`src/rtl/cart_loader_if.sv`:
```
`default_nettype none
// ============================================================================
// Module   : cart_loader_if
// Purpose  : HPS download bus into the cartridge/BIOS loader. The HPS side
//            drives every signal; the loader only observes them.
// Signals  : ioctl_download  download window active
//            ioctl_wr        one-cycle write strobe
//            ioctl_index     target image (0 = BIOS, 1 = cart, other = discard)
//            ioctl_addr      byte address of the write
//            ioctl_dout      data byte of the write
// Revision : 1.0  initial release
// ============================================================================
interface cart_loader_if;
  logic        ioctl_download;
  logic        ioctl_wr;
  logic [7:0]  ioctl_index;
  logic [24:0] ioctl_addr;
  logic [7:0]  ioctl_dout;

  modport master (
    output ioctl_download, ioctl_wr, ioctl_index, ioctl_addr, ioctl_dout
  );

  modport slave (
    input ioctl_download, ioctl_wr, ioctl_index, ioctl_addr, ioctl_dout
  );
endinterface
`default_nettype wire

```
`src/rtl/cart_loader.sv`:
```
`default_nettype none
// ============================================================================
// Module   : cart_loader
// Purpose  : Loads BIOS / cartridge images from the HPS download bus into two
//            8 KiB RAMs, pads short cartridges with 8'hFF, and holds the
//            console core in reset while loading plus 16 settle cycles.
// Ports    : clk_sys        system clock
//            reset_l        asynchronous active-low reset
//            ioctl          download bus (slave modport)
//            cpu_cart_addr  cart read address from the core
//            cpu_bios_addr  BIOS read address from the core
//            cart_addr      cart RAM address   (combinational)
//            bios_addr      BIOS RAM address   (combinational)
//            ram_data       write data to both RAMs (combinational)
//            cart_we        cart RAM write enable (combinational)
//            bios_we        BIOS RAM write enable (combinational)
//            hold_reset     core reset request
//            cart_size      highest cart byte written + 1 (0..8192)
//            overflow       last download wrote at address >= 8192
//            busy           high while loading or padding
// Revision : 1.0  initial release
// ============================================================================
module cart_loader (
  input  logic         clk_sys,
  input  logic         reset_l,
  cart_loader_if.slave ioctl,
  input  logic [12:0]  cpu_cart_addr,
  input  logic [12:0]  cpu_bios_addr,
  output logic [12:0]  cart_addr,
  output logic [12:0]  bios_addr,
  output logic [7:0]   ram_data,
  output logic         cart_we,
  output logic         bios_we,
  output logic         hold_reset,
  output logic [13:0]  cart_size,
  output logic         overflow,
  output logic         busy
);

  localparam logic [7:0]  IDX_BIOS = 8'd0;
  localparam logic [7:0]  IDX_CART = 8'd1;
  localparam logic [7:0]  PAD_BYTE = 8'hFF;
  localparam logic [12:0] LAST_ADDR = 13'h1FFF;

  typedef enum logic [1:0] {SETTLE, RUN, LOAD, PAD} state_t;

  state_t      state, state_n;
  logic        prev_dl;
  logic [7:0]  index;
  logic [13:0] count;
  logic [12:0] pad_ptr, pad_ptr_n;
  logic [3:0]  settle_cnt, settle_cnt_n;

  logic        dl_start, dl_end;
  logic        in_range, index_ok, load_wr;
  logic [13:0] addr_plus1, count_upd;
  logic [12:0] loader_addr;

  assign dl_start   = ioctl.ioctl_download & ~prev_dl;
  assign dl_end     = ~ioctl.ioctl_download & prev_dl;
  assign in_range   = (ioctl.ioctl_addr[24:13] == 12'd0);
  assign index_ok   = (index == IDX_BIOS) || (index == IDX_CART);
  assign load_wr    = (state == LOAD) && ioctl.ioctl_wr && in_range && index_ok;
  assign addr_plus1 = {1'b0, ioctl.ioctl_addr[12:0]} + 14'd1;
  // Count including a write in this very cycle, so a write coinciding with
  // download end is reflected in cart_size and the pad start pointer.
  assign count_upd  = (load_wr && (addr_plus1 > count)) ? addr_plus1 : count;

  // Next-state logic
  always_comb begin
    state_n      = state;
    pad_ptr_n    = pad_ptr;
    settle_cnt_n = settle_cnt;
    case (state)
      SETTLE: begin
        settle_cnt_n = settle_cnt + 4'd1;
        if (settle_cnt == 4'd15) state_n = RUN;
      end
      RUN: ;
      LOAD: begin
        if (dl_end) begin
          settle_cnt_n = 4'd0;
          // count_upd[13] set means all 8192 bytes are present: nothing to pad
          if ((index == IDX_CART) && !count_upd[13]) begin
            state_n   = PAD;
            pad_ptr_n = count_upd[12:0];
          end else begin
            state_n = SETTLE;
          end
        end
      end
      PAD: begin
        pad_ptr_n = pad_ptr + 13'd1;
        if (pad_ptr == LAST_ADDR) begin
          state_n      = SETTLE;
          settle_cnt_n = 4'd0;
        end
      end
      default: state_n = SETTLE;
    endcase
    // A new download pre-empts whatever the loader is doing
    if (dl_start) state_n = LOAD;
  end

  // RAM-side outputs are combinational so writes land in the strobe cycle
  always_comb begin
    loader_addr = (state == PAD) ? pad_ptr : ioctl.ioctl_addr[12:0];
    cart_we     = (load_wr && (index == IDX_CART)) || (state == PAD);
    bios_we     = load_wr && (index == IDX_BIOS);
    ram_data    = (state == PAD) ? PAD_BYTE : ioctl.ioctl_dout;
    cart_addr   = (state == RUN) ? cpu_cart_addr : loader_addr;
    bios_addr   = (state == RUN) ? cpu_bios_addr : loader_addr;
  end

  always_ff @(posedge clk_sys or negedge reset_l) begin
    if (!reset_l) begin
      state      <= SETTLE;
      prev_dl    <= 1'b0;
      index      <= 8'd0;
      count      <= 14'd0;
      pad_ptr    <= 13'd0;
      settle_cnt <= 4'd0;
      hold_reset <= 1'b1;
      busy       <= 1'b0;
      overflow   <= 1'b0;
      cart_size  <= 14'd0;
    end else begin
      state      <= state_n;
      prev_dl    <= ioctl.ioctl_download;
      pad_ptr    <= pad_ptr_n;
      settle_cnt <= settle_cnt_n;
      hold_reset <= (state_n != RUN);
      busy       <= (state_n == LOAD) || (state_n == PAD);
      if (dl_start) begin
        index    <= ioctl.ioctl_index;
        count    <= 14'd0;
        overflow <= 1'b0;
      end else if (state == LOAD) begin
        count <= count_upd;
        if (ioctl.ioctl_wr && !in_range) overflow <= 1'b1;
        if (dl_end && (index == IDX_CART)) cart_size <= count_upd;
      end
    end
  end

endmodule
`default_nettype wire

```
`src/flat_wrapper.sv`:
```
// flat-port wrapper written by rule: the top's interface ports become plain ports
module cart_loader_flat 
  (clk_sys, reset_l, cpu_cart_addr, cpu_bios_addr, cart_addr, bios_addr, ram_data, cart_we, bios_we, hold_reset, cart_size, overflow, busy, ioctl_ioctl_download, ioctl_ioctl_wr, ioctl_ioctl_index, ioctl_ioctl_addr, ioctl_ioctl_dout);
  cart_loader_if ioctl_i ();
  input  logic clk_sys;
  input  logic reset_l;
  input  logic [12:0] cpu_cart_addr;
  input  logic [12:0] cpu_bios_addr;
  output logic [12:0] cart_addr;
  output logic [12:0] bios_addr;
  output logic [7:0] ram_data;
  output logic cart_we;
  output logic bios_we;
  output logic hold_reset;
  output logic [13:0] cart_size;
  output logic overflow;
  output logic busy;
  input wire logic [$bits(ioctl_i.ioctl_download)-1:0] ioctl_ioctl_download;
  input wire logic [$bits(ioctl_i.ioctl_wr)-1:0] ioctl_ioctl_wr;
  input wire logic [$bits(ioctl_i.ioctl_index)-1:0] ioctl_ioctl_index;
  input wire logic [$bits(ioctl_i.ioctl_addr)-1:0] ioctl_ioctl_addr;
  input wire logic [$bits(ioctl_i.ioctl_dout)-1:0] ioctl_ioctl_dout;
  assign ioctl_i.ioctl_download = ioctl_ioctl_download;
  assign ioctl_i.ioctl_wr = ioctl_ioctl_wr;
  assign ioctl_i.ioctl_index = ioctl_ioctl_index;
  assign ioctl_i.ioctl_addr = ioctl_ioctl_addr;
  assign ioctl_i.ioctl_dout = ioctl_ioctl_dout;
  cart_loader u_core (.clk_sys(clk_sys), .reset_l(reset_l), .ioctl(ioctl_i), .cpu_cart_addr(cpu_cart_addr), .cpu_bios_addr(cpu_bios_addr), .cart_addr(cart_addr), .bios_addr(bios_addr), .ram_data(ram_data), .cart_we(cart_we), .bios_we(bios_we), .hold_reset(hold_reset), .cart_size(cart_size), .overflow(overflow), .busy(busy));
endmodule
```
`config.mk`:
```
export PLATFORM = sky130hd
export DESIGN_NAME = cart_loader_flat
export DESIGN_NICKNAME = d
export VERILOG_FILES = /design/src/rtl/cart_loader_if.sv /design/src/rtl/cart_loader.sv /design/src/flat_wrapper.sv
export SDC_FILE = /design/constraint.sdc
export NUM_CORES = 1
export LEC_CHECK = 0
export BUFFER_PORTS_ARGS = -buffer_cell sky130_fd_sc_hd__buf_2
export CELL_PAD_IN_SITES_DETAIL_PLACEMENT = 1
export CELL_PAD_IN_SITES_GLOBAL_PLACEMENT = 1
export CORE_ASPECT_RATIO = 1.1
export CORE_MARGIN = 1.5
export CORE_UTILIZATION = 40
export DETAILED_ROUTE_END_ITERATION = 12
export PLACE_DENSITY = 0.95
export RECOVER_POWER = 25
export SETUP_SLACK_MARGIN = 0.05
export SLEW_MARGIN = 20
export SYNTH_ARGS = -nofsm -noshare
export SYNTH_HDL_FRONTEND = slang
export SYNTH_SLANG_ARGS = --single-unit
```
`constraint.sdc`:
```
create_clock -name clk_sys -period 4.33 [get_ports clk_sys]
set_input_delay 0.433 -clock clk_sys [delete_from_list [all_inputs] [get_ports clk_sys]]
set_output_delay 0.433 -clock clk_sys [all_outputs]
set_load 0.005 [all_outputs]
```
== After elaboration in Yosys (flattened, before gate mapping) ==
Index checks and enable logic that the tools add are counted.
W data, S select, Z words.
Storage, ports and cells
  register bits: 59
  bits of input ports: 71
  output and inout port bits: 53
Operators by class
  add/subtract/negate cells: 3
  $lt $le $gt $ge: 1
  equal/unequal tests: 12
  multiplexer cells: 22
  bitwise gates (word level): 5
  reductions and logical operators: 25
Operator list (number)
  $mux W13: 5
  $mux W14: 3
  $pmux W13 S2: 1
  $add A13 B1 Y14 const B: 1
  $gt A14 B14 Y1: 1
  $add A13 B1 Y13 const B: 1
  $eq A13 B13 Y1 const B: 1
  $logic_not A12 Y1: 1
  $pmux W4 S3: 1
  $mux W2: 5
  $logic_and A1 B1 Y1: 9
  $reduce_and A3 Y1: 3
  $eq A2 B2 Y1 const B: 4
  $eq A8 B1 Y1 const B: 1
  $logic_not A8 Y1: 1
  $mux W4: 2
  $mux W8: 1
  $ne A2 B1 Y1 const B: 4
  $pmux W2 S3: 1
  $reduce_bool A2 Y1: 3
  $add A4 B1 Y4 const B: 1
  $eq A4 B4 Y1 const B: 1
  $logic_or A1 B1 Y1: 3
  $mux W1: 3
  7 further kinds: 11

== Depth between registers and ports, before layout ==
Gate-level depths: netlist (run 1).
  depth in word-level cells: 14
  depth in mapped cells: 14

== Worst setup path before layout (run 1) ==
Ideal clock, no wire load.
  kind: input -> register
  from: input ioctl_ioctl_addr[2]
  to: register u_core.pad_ptr[10]
  arrival time: 3092 ps
  data required time: 4206 ps
  path slack: 1114 ps
  stages on the path: 13
  buffers on the path: 1
  path through: buf_2 > nand4_1 > nor2_1 > nand4_1 > xnor2_1 > ha_1 > and3_1 > o21a_1 > a211o_1 > o211ai_4 > mux2i_2 > a21oi_1 > a211o_1
On the way
  longest elaborated chain between the ends: 8
  elaborated cells on any way between the ends: 11
  classes of those cells: add/sub (1); order compare (1); eq/ne (1); mux (4); reduce/logical (4)
Ends and longest elaborated chain
  start, declared: RTL line flat_wrapper.sv:21  | input wire logic [$bits(ioctl_i.ioctl_addr)-1:0] ioctl_ioctl_addr;
  $add A13 B1 Y14 *: RTL line cart_loader.sv:64  | assign addr_plus1 = {1'b0, ioctl.ioctl_addr[12:0]} + 14'd1;
  $gt A14 B14 Y1: RTL line cart_loader.sv:67  | assign count_upd = (load_wr && (addr_plus1 > count)) ? addr_plus1 : count;
  $logic_and A1 B1 Y1: RTL line cart_loader.sv:67
  $mux W14 *: RTL line cart_loader.sv:67
  $logic_not A1 Y1: RTL line cart_loader.sv:84  | if ((index == IDX_CART) && !count_upd[13]) begin
  $logic_and A1 B1 Y1: RTL line cart_loader.sv:84
  $ne A2 B1 Y1 (no line)
  $reduce_and A3 Y1 (no line)
  end signal, assigned: RTL line cart_loader.sv:130  | pad_ptr <= pad_ptr_n;
  end, declared: RTL line cart_loader.sv:51  | logic [12:0] pad_ptr, pad_ptr_n;
Mark *: on every way between the ends. The rest lies on a longest branch, timed or not. The select of a mux whose other input is x is not followed.
A chain may end at the register's enable or synchronous reset.

== Worst setup path after layout (run 1) ==
  from: input ioctl_ioctl_addr[2]
  to: register u_core.pad_ptr[12]
Same word-level chain as after synthesis.

==> metrics.yaml, run 1 <==
cells_and_area:
  nets: 653
  layout-drive-gt1-share_pct: 27.9
  num_antenna_cells: 0
  fin_util_pct: 50.7
  area_growth_pct: 23.2
  nFillCells: 1171
synth:
  avgSynthCellArea_um2: 8.65
  synthTopCellsByArea: "dfrtp_1 (38%), ha_1 (5.9%), nand2b_1 (5.9%)"
  synth.ff_latch_count: 59
  synth_top_area_share_pct: 37.7
  yosys.area.top_type: "dfrtp_1"
  synth_flop_cell: "dfrtp_1"
  syn_area_um2: 3850
  synth_warnings: 0
  ys_async_sr_fraction_pct: 100
  ys_seq_area_share_pct: 38.4
  synth_edf_count: 0
  synth_most_common_cell: "dfrtp_1"
  syn_inst: 445
  syn_nets: 534
  ys_types: 47
  netlist_top_cells_count: "dfrtp_1 (58), nor2_1 (47), a21oi_1 (41)"
critical_path:
  regToRegStartpoint: "u_core.state[0]"
  ff2ff_path_depth: 7
  critPathArrivalTime_ns: 3.74
  required_ns: 4.57
  r2r_setup_slack_ns: 1.26
  crit_fanout: 22
  cp-start-kind: "primary input"
  timing.rr.end: "u_core.cart_size[8]"
  path_class: "primary input to flip-flop"
  crit_path_end_kind: "flip-flop"
die:
  ios: 124
  start_util_pct: 41.2
  fp.dieH_um: 106
  core_um2: 9350
  dieWidth_um: 96.5
  row_count: 37
  dieArea_um2: 10200
grt:
  gr-total-overflow: 0
  grt_first_pass_wirelength_um: 20800
  antenna_found_initial: 0
  grt_usage_pct: 27.1
  grt_max_degree: 60
  grt_pass1_vias: 4207
detailed_routing:
  drt-initial-drc-count: 216
  drc: 0
  wl_per_cell_um: 19.3
  postRouteAntennaNets: 0
  via_per_inst: 5.67
  dr_total_vias: 3888
  routed_wl_um: 13300
  first_pass_iters: 5
sta:
  skew_ns: 0.00730
  max_freq_ghz: 0.286
  rsz0062_at_grt: "false"
  fin_tns_setup_ns: 0
  worst_pin_slew_ns: 3.24
  period_share_pct: 80.7
  slew_violations: 60
  finalCriticalPeriod_ns: 3.49
  max-slew-margin-rel_pct: -116
  finalSetupViolations: 0
  finalHoldViolations: 0
clock_network:
  cts_tree: "done"
  ctsResizeCount: 0
  numCtsBuffers: 9
  post-cts-setup-buffers: 0
  worstSkewPairLatency_ns: 0.36
  cts_hold_buf: 0
  cts_sinks: 59
  htreeDepth: 3
  clk_pin_slew_ns: 0.07
  root_buffer: "clkbuf_8"
  cts_buffer_depth: 2
pwr:
  leakagePower_nw: 2.35
  power.density_nw_per_um2: 346
  seq_power_share_pct: 45.4
  netSwitchingPower_mw: 0.602
  p_sw_share_pct: 36.7
  p_int_mw: 1.04
  peakVddDrop_v: 0.000220
  pwr-share-clk_pct: 29.0
  combPwrFrac_pct: 25.6
worst_hold_path:
  min_path_cells: 1
  hold_path_class: "primary input to flip-flop"
  hold_end: "u_core.prev_dl"
  hp-start: "ioctl_ioctl_download"
job:
  drv_cap: 1
placed_design:
  portBuffers: 123
  dp_hpwl_um: 10200
  routabilityCongestion: 0.873
outcome:
  status: "finished, violations left"
  violations: "max-capacitance violations, max-slew violations"
[worst max-delay path, stage by stage]
cell	delay [ns]
buf_2	0.15
nand4_1	0.19
nor2_1	0.26
nand4_1	0.17
xnor2_1	0.26
ha_1	0.29
and3_1	0.18
o21a_1	0.11
a211o_1	0.34
o211ai_4	0.24
buf_4	0.33
mux2i_1	0.43
a21oi_1	0.13
o22a_1	0.21
[power by group through the flow]
stage | registers [mW] | clock network (mW) | logic [mW]
after floorplan | 0.703 | 0 | 0.264
after global placement | 0.740 | 0 | 0.383
after detailed placement | 0.749 | 0 | 0.419
after CTS | 0.740 | 0.482 | 0.424
after global routing | 0.755 | 0.503 | 0.465
final | 0.744 | 0.476 | 0.420
[layout by cell type, fill, tap and decap left out, drive strengths merged, types with 5 or more instances in the layout]
cell / instances
nor2: 48
a31oi: 8
a21oi: 41
dfrtp: 58
nor4: 5
mux2: 9
inv: 22
ha: 18
clkbuf: 12
nand3: 13
nor2b: 5
nand4: 11
and3: 12
and2: 6
nand2b: 36
mux2i: 12
xnor2: 11
nand2: 35
o21ai: 29
buf: 125
a21boi: 13
[cell type report]
type	count	area, um2	area share (%)
repair buffers	127	641	13.5
clock inverters	6	50.0	1.06
flip-flops and latches	59	1480	31.2
inverters	20	75.1	1.58
multi-input cells	347	2230	46.9
well taps	117	146	3.09
clock buffers	10	128	2.69
[worst max path at each step]
stage                        start                  to  slack [ns]  cells past startpoint
2_1_floorplan  ioctl_ioctl_addr[2]  u_core.pad_ptr[10]        1.11                     13
3_3_place_gp   ioctl_ioctl_addr[2]  u_core.pad_ptr[12]        0.80                     14
3_5_place_dp   ioctl_ioctl_addr[2]  u_core.pad_ptr[12]        0.61                     14
4_1_cts        ioctl_ioctl_addr[2]  u_core.pad_ptr[12]        0.89                     14
5_1_grt                    reset_l     u_core.count[8]        0.51                      2
6_report       ioctl_ioctl_addr[2]  u_core.pad_ptr[12]        0.84                     14
[state kept, by name, summed over array words and instances (netlist names), 2 cells and up]
signal,cells
u_core.cart_size,14
u_core.settle_cnt,4
u_core.pad_ptr,13
u_core.index,8
u_core.state,2
u_core.count,14
[per-layer routing]
layer | vias up | track usage [%] | wire length [um]
met5 | - | 0 | 0
met4 | 0 | 12.1 | 420
met3 | 36 | 4.69 | 702
met2 | 132 | 49.1 | 7160
met1 | 1920 | 29.9 | 4990
li1 | 1800 | - | -
[per-stage QoR]
stage               total power, mW  worst slack [ns]  hold WS, ns  cell area [um2]  instances
floorplan                     0.967              1.11        0.137             3850        445
global placement               1.12             0.796        0.458             4570        670
detailed placement             1.17             0.607        0.471             4570        670
CTS                            1.65             0.892        0.228             4740        686
global route                   1.72             0.511        0.270             4740        686
finish                         1.64             0.835        0.248             4740        686
[logic make-up after synthesis]
kind of cell    synth area share (%)
compound gates                  17.6
xor+xnor                        3.41
fa+ha+maj                       5.85
buf+inv                         3.97
flops                           38.4
mux                             5.85
simple gates                    24.9
No activity file was read; power rests on OpenSTA's default activity.
==> inputs of run 2 (changes only) <==
Settings changed: CORE_UTILIZATION 40 to 38, PLACE_DENSITY 0.95 to 0.92.
Clock period 4.33 ns to 3.55 ns, I/O delays scaled along.
==> run 2 against run 1 <==
The flow finishes with violations (design-rule violations, max-capacitance violations, max-slew violations). Sequential share of layout area decreased by 0.85 points. Combinational power increased by 24%. Largest cell class unchanged. Count of clock-buffer cells in the layout increased by 1. Highest routed layer unchanged.
==> metrics.yaml, run 2 (same netlist as run 1, synthesis figures left out) <==
critical_path:
  worst_path_largest_cell_delay_ns: 0.46
  crit_path_end: "u_core.pad_ptr[5]"
  setup.worst_path.start: "ioctl_ioctl_addr[2]"
  crit_fanout: 7
  required_ns: 3.80
  timing.rr.end: "u_core.pad_ptr[5]"
  crit_buf_inv: 1
  worstPathCellList: "buf_2, nand4_1, nor2_1, nand4_1, xnor2_1, ha_1, and3_1, nand4_1, or3_1, o211ai_4, mux2i_2, nand2_1, o221ai_1"
  regToRegStartpoint: "u_core.count[13]"
  path_class: "primary input to flip-flop"
  crit_top_cell: "nand4_1"
  crit_path_end_kind: "flip-flop"
  r2r_setup_slack_ns: 0.88
  critPathArrivalTime_ns: 3.42
  path_depth: 13
  cp-start-kind: "primary input"
  critPathTopFamily: "simple AND/OR/NAND/NOR gates"
  worst_path_max_delay_cell: "or3_1"
  ff2ff_path_depth: 9
die:
  dieArea_um2: 10700
  row_count: 38
  dieWidth_um: 99.0
  fp.dieH_um: 109
  ios: 124
  start_util_pct: 39.1
  core_um2: 9840
sta:
  fin_tns_setup_ns: 0
  rsz0062_at_grt: "false"
  max-slew-margin-rel_pct: -16.3
  period_share_pct: 89.3
  holdWs_ns: 0.156
  max_freq_ghz: 0.316
  finalHoldViolations: 0
  slew_violations: 62
  finalCriticalPeriod_ns: 3.17
  worst_pin_slew_ns: 1.75
  skew_ns: 0.00454
  finalSetupViolations: 0
cells_and_area:
  reg_top3: "u_core.cart_size x14, u_core.count x14, u_core.pad_ptr x13"
  fin_util_pct: 49.5
  layout-drive-gt1-share_pct: 29.9
  nFillCells: 1210
  fin_cells: 706
  area_growth_pct: 26.7
  nets: 670
  final_common_cell: "buf_2"
  num_antenna_cells: 0
  final_cell_mix: "buf_2 (121), dfrtp_1 (58), nor2_1 (47)"
detailed_routing:
  drt-initial-drc-count: 189
  via_per_inst: 5.52
  drc: 3
  postRouteAntennaNets: 0
  wl_per_cell_um: 17.9
  first_pass_iters: 8
  dr_total_vias: 3898
  routed_wl_um: 12600
clock_network:
  cts_tree: "done"
  ctsResizeCount: 0
  post-cts-setup-buffers: 0
  root_buffer: "clkbuf_8"
  cts_sinks: 59
  htreeDepth: 3
  clk_pin_slew_ns: 0.07
  numCtsBuffers: 9
  worstSkewPairLatency_ns: 0.35
  cts_hold_buf: 0
  cts_buffer_depth: 2
pwr:
  peakVddDrop_v: 0.000216
  power.density_nw_per_um2: 409
  power.total_mw: 1.99
  leakagePower_nw: 2.42
worst_hold_path:
  hold_path_class: "primary input to flip-flop"
placed_design:
  portBuffers: 123
  routabilityCongestion: 0.856
  dp_hpwl_um: 9980
  placed_cells: 690
grt:
  grt_usage_pct: 23.8
  antenna_found_initial: 0
  grt_pass1_vias: 4102
  grt_max_degree: 51
  gr-total-overflow: 0
  grt_first_pass_wirelength_um: 19800
outcome:
  status: "finished, violations left"
  violations: "design-rule violations, max-capacitance violations, max-slew violations"
job:
  drv_cap: 2
## run 2: cell count changes in the layout (fill, tap and decap cells not counted)
cell	delta
buf_2	-1
buf_4	+17
clkbuf_8	+2
clkinv_2	+1
clkinv_4	-2
clkinvlp_4	+1
inv_6	-1
nor2b_1	+1
nor2b_4	-1
## run 2: layout make-up
type                       instances  area [um2]  area share (%)
tap                              120         150            3.08
inverter                          20        75.1            1.54
timing repair buffer             144         767            15.7
clock buffer                      11         151            3.10
sequential                        59        1480            30.3
clock inverter                     5        36.3           0.744
multi-input combinational        347        2220            45.5
## run 2: layer usage
metal  GRT usage [%]  part of all wire [%]  up-vias  routed length (um)
met5               0                     0        -                   0
met4            11.1                   2.9        0                 364
met3            5.04                   4.8       29                 603
met2            45.0                    54      141                6820
met1            25.1                    38     1900                4850
li1                -                     -     1828                   -
## run 2: worst min path at each step
stage                     cells after the start  slack (ns)                  from               to
after global routing                          1        0.16  ioctl_ioctl_download   u_core.prev_dl
after global placement                        1        0.44               reset_l  u_core.index[2]
final                                         1        0.16  ioctl_ioctl_download   u_core.prev_dl
after floorplan                               0        0.06               reset_l      u_core.busy
after CTS                                     1        0.07               reset_l  u_core.index[1]
after detailed placement                      1        0.45               reset_l  u_core.index[1]
## run 2: power breakdown
group | internal [mW] | switching [mW] | leakage, nW
Sequential | 0.769 | 0.119 | 0.754
Clock | 0.292 | 0.293 | 0.0880
Combinational | 0.240 | 0.280 | 1.58
Total | 1.30 | 0.692 | 2.42
## run 2: per-stage QoR
step	cell area (um2)	worst slack [ns]
CTS	4880	0.423
floorplan	3850	0.412
global placement	4690	0.167
finish	4880	0.381
detailed placement	4690	0.0709
global route	4880	0.207
## run 2: worst register-to-register path, delay by kind of cell (launching register included)
kind	cells	cell delay, ns
mux	1	0.38
flops	1	0.43
compound gates	2	0.39
buf+inv	1	0.07
simple gates	4	1.02
fa+ha+maj	1	0.28
